### src/rtl/pht_ctrl.sv
// pht_ctrl -- pattern history table controller.
//
// Owns the single port of pat_tab. After reset it sweeps every entry to
// INIT_CNT. It then serves predict lookups and 2-bit saturating counter
// updates, one operation at a time.
//
// Handshake: a request is transferred on a cycle where valid and ready are
// both high. The requester holds valid and its payload stable until ready.
// ready is combinational from valid and state, is only ever high in IDLE,
// and is never high for both requesters in the same cycle.
//
// Ports
//   clk, reset                      clock, synchronous active-high reset
//   pred_valid/pred_addr/pred_ready predict request channel
//   pred_resp_vld                   one-cycle pulse, prediction result valid
//   pred_taken, pred_cnt            prediction result, held between pulses
//   upd_valid/upd_addr/upd_taken    update request channel
//   upd_ready                       update accepted this cycle
//   init_busy                       table sweep in progress
//   pht_wr_en/pht_wr_data/pht_addr  to pat_tab
//   pht_rd_data                     from pat_tab, one cycle after pht_addr
//   state_dbg                       current FSM state, for observation
module pht_ctrl #(
    parameter int         AW         = 14,
    parameter logic [1:0] INIT_CNT   = 2'b01,
    parameter int         STARVE_LIM = 4
) (
    input  logic          clk,
    input  logic          reset,
    input  logic          pred_valid,
    input  logic [AW-1:0] pred_addr,
    output logic          pred_ready,
    output logic          pred_resp_vld,
    output logic          pred_taken,
    output logic [1:0]    pred_cnt,
    input  logic          upd_valid,
    input  logic [AW-1:0] upd_addr,
    input  logic          upd_taken,
    output logic          upd_ready,
    output logic          init_busy,
    output logic          pht_wr_en,
    output logic [1:0]    pht_wr_data,
    output logic [AW-1:0] pht_addr,
    input  logic [1:0]    pht_rd_data,
    output logic [2:0]    state_dbg
);

    typedef enum logic [2:0] {
        INIT = 3'd0,
        IDLE = 3'd1,
        P_RD = 3'd2,
        U_RD = 3'd3,
        U_WR = 3'd4
    } state_t;

    localparam int SW = $clog2(STARVE_LIM + 1);

    state_t        state_q, state_d;
    logic [AW-1:0] ptr_q;
    logic [AW-1:0] addr_q;       // last address presented, so pht_addr holds
    logic [AW-1:0] upd_addr_q;
    logic          upd_taken_q;
    logic [1:0]    upd_cnt_q;
    logic [1:0]    cnt_next;
    logic [SW-1:0] starve_q;
    logic          starved;

    assign starved    = (starve_q == SW'(STARVE_LIM));
    assign pred_taken = pred_cnt[1];
    assign state_dbg  = state_q;

    // Saturating 2-bit counter step.
    always_comb begin
        cnt_next = upd_cnt_q;
        if (upd_taken_q) begin
            if (upd_cnt_q != 2'b11) cnt_next = upd_cnt_q + 2'b01;
        end else begin
            if (upd_cnt_q != 2'b00) cnt_next = upd_cnt_q - 2'b01;
        end
    end

    always_comb begin
        state_d     = state_q;
        pred_ready  = 1'b0;
        upd_ready   = 1'b0;
        pht_wr_en   = 1'b0;
        pht_wr_data = INIT_CNT;
        pht_addr    = addr_q;
        init_busy   = 1'b0;
        if (reset) begin
            // Reset wins over whatever the state register says this cycle:
            // nothing is written and no request is accepted.
            init_busy = 1'b1;
            pht_addr  = '0;
        end else begin
            case (state_q)
                INIT: begin
                    init_busy   = 1'b1;
                    pht_wr_en   = 1'b1;
                    pht_addr    = ptr_q;
                    pht_wr_data = INIT_CNT;
                    if (ptr_q == '1) state_d = IDLE;
                end
                IDLE: begin
                    // Predict wins unless absent or update has been starved.
                    upd_ready  = upd_valid & (~pred_valid | starved);
                    pred_ready = pred_valid & ~upd_ready;
                    if (upd_ready) begin
                        pht_addr = upd_addr;
                        state_d  = U_RD;
                    end else if (pred_ready) begin
                        pht_addr = pred_addr;
                        state_d  = P_RD;
                    end
                end
                P_RD: state_d = IDLE;
                U_RD: state_d = U_WR;
                U_WR: begin
                    pht_wr_en   = 1'b1;
                    pht_addr    = upd_addr_q;
                    pht_wr_data = cnt_next;
                    state_d     = IDLE;
                end
                default: state_d = INIT;
            endcase
        end
    end

    always_ff @(posedge clk) begin
        if (reset) begin
            state_q       <= INIT;
            ptr_q         <= '0;
            starve_q      <= '0;
            pred_resp_vld <= 1'b0;
            pred_cnt      <= 2'b00;
            addr_q        <= '0;
            upd_addr_q    <= '0;
            upd_taken_q   <= 1'b0;
            upd_cnt_q     <= 2'b00;
        end else begin
            state_q       <= state_d;
            addr_q        <= pht_addr;
            pred_resp_vld <= (state_q == P_RD);
            if (state_q == INIT) ptr_q <= ptr_q + 1'b1;
            if (state_q == P_RD) pred_cnt <= pht_rd_data;
            if (state_q == U_RD) upd_cnt_q <= pht_rd_data;
            if (state_q == IDLE) begin
                if (upd_ready) begin
                    starve_q    <= '0;
                    upd_addr_q  <= upd_addr;
                    upd_taken_q <= upd_taken;
                end else if (upd_valid && !starved) begin
                    starve_q <= starve_q + 1'b1;
                end
            end
        end
    end

endmodule

### config.mk
export PLATFORM = sky130hd
export DESIGN_NAME = pht_ctrl
export DESIGN_NICKNAME = d
export VERILOG_FILES = /design/src/rtl/pht_ctrl.sv
export SDC_FILE = /design/constraint.sdc
export NUM_CORES = 1
export LEC_CHECK = 0
export BUFFER_PORTS_ARGS = -buffer_cell sky130_fd_sc_hd__buf_2
export CORE_ASPECT_RATIO = 1.1
export CORE_MARGIN = 4
export CORE_UTILIZATION = 58
export CTS_CLUSTER_DIAMETER = 120
export DETAILED_ROUTE_END_ITERATION = 10
export PLACE_DENSITY = 0.87
export REMOVE_ABC_BUFFERS = 1
export SLEW_MARGIN = 10
export SYNTH_ARGS = -nofsm -noshare
export SYNTH_HDL_FRONTEND = slang
export SYNTH_SLANG_ARGS = --single-unit
### constraint.sdc
create_clock -name clk -period 3.4 [get_ports clk]
set_input_delay 0.34 -clock clk [delete_from_list [all_inputs] [get_ports clk]]
set_output_delay 0.34 -clock clk [all_outputs]
set_load 0.02 [all_outputs]
==> metrics.cfg <==
[status]
outcome = finished clean

[clock_network]
clk_pin_slew_worst_paths_ns = 0.09
cts_resized = 0
htreeDepth = 2
clock-root-buffer = clkbuf_8
ctsLongestPathBuffers = 2
clk_latency_ns = 0.31
ctsHoldBuffers = 0
cts_sinks = 54
tritoncts = built
post_cts_buffers = 0
cts_made_buffers = 5

[worst_setup_path]
arrival_ns = 2.52
crit_cells = 5
r2r_slack_ns = 1.15
r2r_cells = 5
cp_num_buf_inv = 2
critical_path.endpoint = pht_addr[10]
crit_chain = buf_4, nand2b_1, o22ai_1, a311oi_1, buf_2
crit_slowest_cell = dfxtp_1
reg2reg_to = ptr_q[11]$_SDFFE_PP0N_
worstSetupPathType = reg2out
cp_top_family = flip-flops
crit_path_max_fanout = 16
setup.worst_path.end_class = output port
cp_slowest_stage_delay_ns = 0.62
r2r_start = state_dbg[0]$_SDFFE_PP0P_
cp-start-kind = flop
worst_ep_required_time_ns = 3.06
startpoint = state_dbg[0]$_SDFFE_PP0P_

[synthesis]
ys_seq_elements = 54
synth_top_area_share_pct = 38.0
synth_cell_types = 43
synth_top_cell_by_area = dfxtp_1
syn_inst = 326
yosysWarnings = 0
syn_area_per_cell_um2 = 8.73
synth.cell_area_mm2 = 0.00285
synth_area_leaders = dfxtp_1, a311oi_1, mux2i_1
yosysSeqAreaShare_pct = 38.0

[floorplanning]
die_y_um = 81.5
die_w_um = 74.8
core_mm2 = 0.00468
std_cell_rows = 26
die_area_mm2 = 0.00609
num_io_pins = 62
initial_utilization_pct = 60.8

[timing]
slew_headroom_pct = 38.8
fin_crit_sh_pct = 84.1
hold_slack_ns = 0.260
setup_tns_ns = 0
rsz0062_at_grt = false
clock_skew_ns = 0.0120
tightestPinTransition_ns = 0.917
fin_crit_ns = 2.86
max_freq_ghz = 0.350
finalHoldViolations = 0
slew_violations = 0
finalSetupViolations = 0

[routing]
vias = 2723
via_per_inst = 6.36
met2_length_mm = 3.68
postRouteAntennaNets = 0
routed.top_layer = met4
first_pass_iters = 4
drc_errors = 0
routedLengthMet1_mm = 2.96
wl_met3_um = 455
routedWlPerCell_um = 16.8
drtIter0Drc = 266
wl_mm = 7.19

[grt]
grt_pass1_wl_mm = 11.6
grt_max_degree = 51
track_usage_pct = 24.2
first_global_vias = 2513
grt_remaining_overflow = 0
grt_antenna_before_repair = 0

[min_path]
hold_depth = 2
hp-class = in2reg

[final_layout]
final_nets = 411
final_common_cell = buf_2
area_growth_pct = 13.3
mostFrequentLayoutCells = buf_2, dfxtp_1, nor2_1
antennaDiodeCount = 0
drive_gt1_share_pct = 22.0
fillCellCount = 394

[pwr]
ir_drop_uv = 303
power_density_mw_per_mm2 = 339
p_leak_uw = 0.00132
power_uw = 1090

[placement]
place_congestion = 0.830
dp_hpwl_mm = 5.08
port_buffers = 61

[job]
drv_cap = 0

==> stage by stage <==
step / utilization, % / area (um2) / instances / setup WS (ns)
after floorplan: - / 2710 / 297 / 0.727
after global placement: 67.1 / 3140 / 422 / 0.994
after detailed placement: 67.1 / 3140 / 422 / 0.915
after CTS: 68.9 / 3230 / 428 / 0.565
after global routing: 68.9 / 3230 / 428 / 0.271
final: 68.9 / 3230 / 428 / 0.542
==> flip-flops by register name (all words and copies together) (netlist names) <==
register       flops
starve_q           3
pred_resp_vld      1
state_dbg          3
upd_cnt_q          2
upd_taken_q        1
ptr_q             14
addr_q            14
pred_cnt           2
upd_addr_q        14
==> worst min path at each step <==
stage                                     start                          end  slack (ns)
floorplan                                 reset     pred_cnt[0]$_SDFFE_PP0P_        0.41
global placement    upd_addr_q[13]$_SDFFE_PP0P_  upd_addr_q[13]$_SDFFE_PP0P_        0.46
detailed placement  upd_addr_q[12]$_SDFFE_PP0P_  upd_addr_q[12]$_SDFFE_PP0P_        0.45
CTS                                upd_addr[12]  upd_addr_q[12]$_SDFFE_PP0P_        0.26
global route                       upd_addr[13]  upd_addr_q[13]$_SDFFE_PP0P_        0.26
finish                             upd_addr[12]  upd_addr_q[12]$_SDFFE_PP0P_        0.26
==> power by group <==
group	switching, uW	internal (uW)	total, uW
clock network	197	158	354
registers	5.39	637	642
logic	57.1	39.3	96.4
==> routing by layer <==
layer	global-route usage [%]	vias up
li1	-	1325
met2	40.7	87
met3	4.65	10
met5	0	-
met1	30.8	1301
met4	8.36	0
==> cells in the mapped netlist, drive strengths merged <==
library cell   n
nor2          30
a21boi         1
o22ai         14
mux2           1
buf           15
nand3          5
a21oi         12
a2111oi        1
and4           2
nor4           1
a211oi         1
xor2           8
nor2b         15
and4b          1
nand2b         3
o21ai         21
nor3b          2
nand2         16
a22o          15
xnor2          1
inv            6
a31oi          1
o211ai        14
a21bo          1
ha             3
and2           2
or4            3
nand3b         1
nand4          8
clkbuf        14
dfxtp         54
a311oi        28
or3            4
nor3           5
mux2i         16
maj3           1
==> cells by family (layout without fill, tap and decap cells) <==
group,after synthesis,in the layout,synth area share (%)
fa+ha+maj,4,4,1.67
xor+xnor,9,9,2.77
flops,54,54,38.0
mux,17,17,6.02
simple gates,98,98,18.7
compound gates,109,109,27.2
buf+inv,35,81,5.67
==> area by class of cell <==
| class | count | area [um2] | share of cell area (%) |
|---|---|---|---|
| Timing Repair Buffer | 69 | 365 | 11.3 |
| Inverter | 6 | 22.5 | 0.698 |
| Tap cell | 56 | 70.1 | 2.17 |
| Clock buffer | 6 | 82.6 | 2.56 |
| Sequential cell | 54 | 1080 | 33.5 |
| Multi-Input combinational cell | 237 | 1600 | 49.7 |
Power figures use the tool's default switching activity.
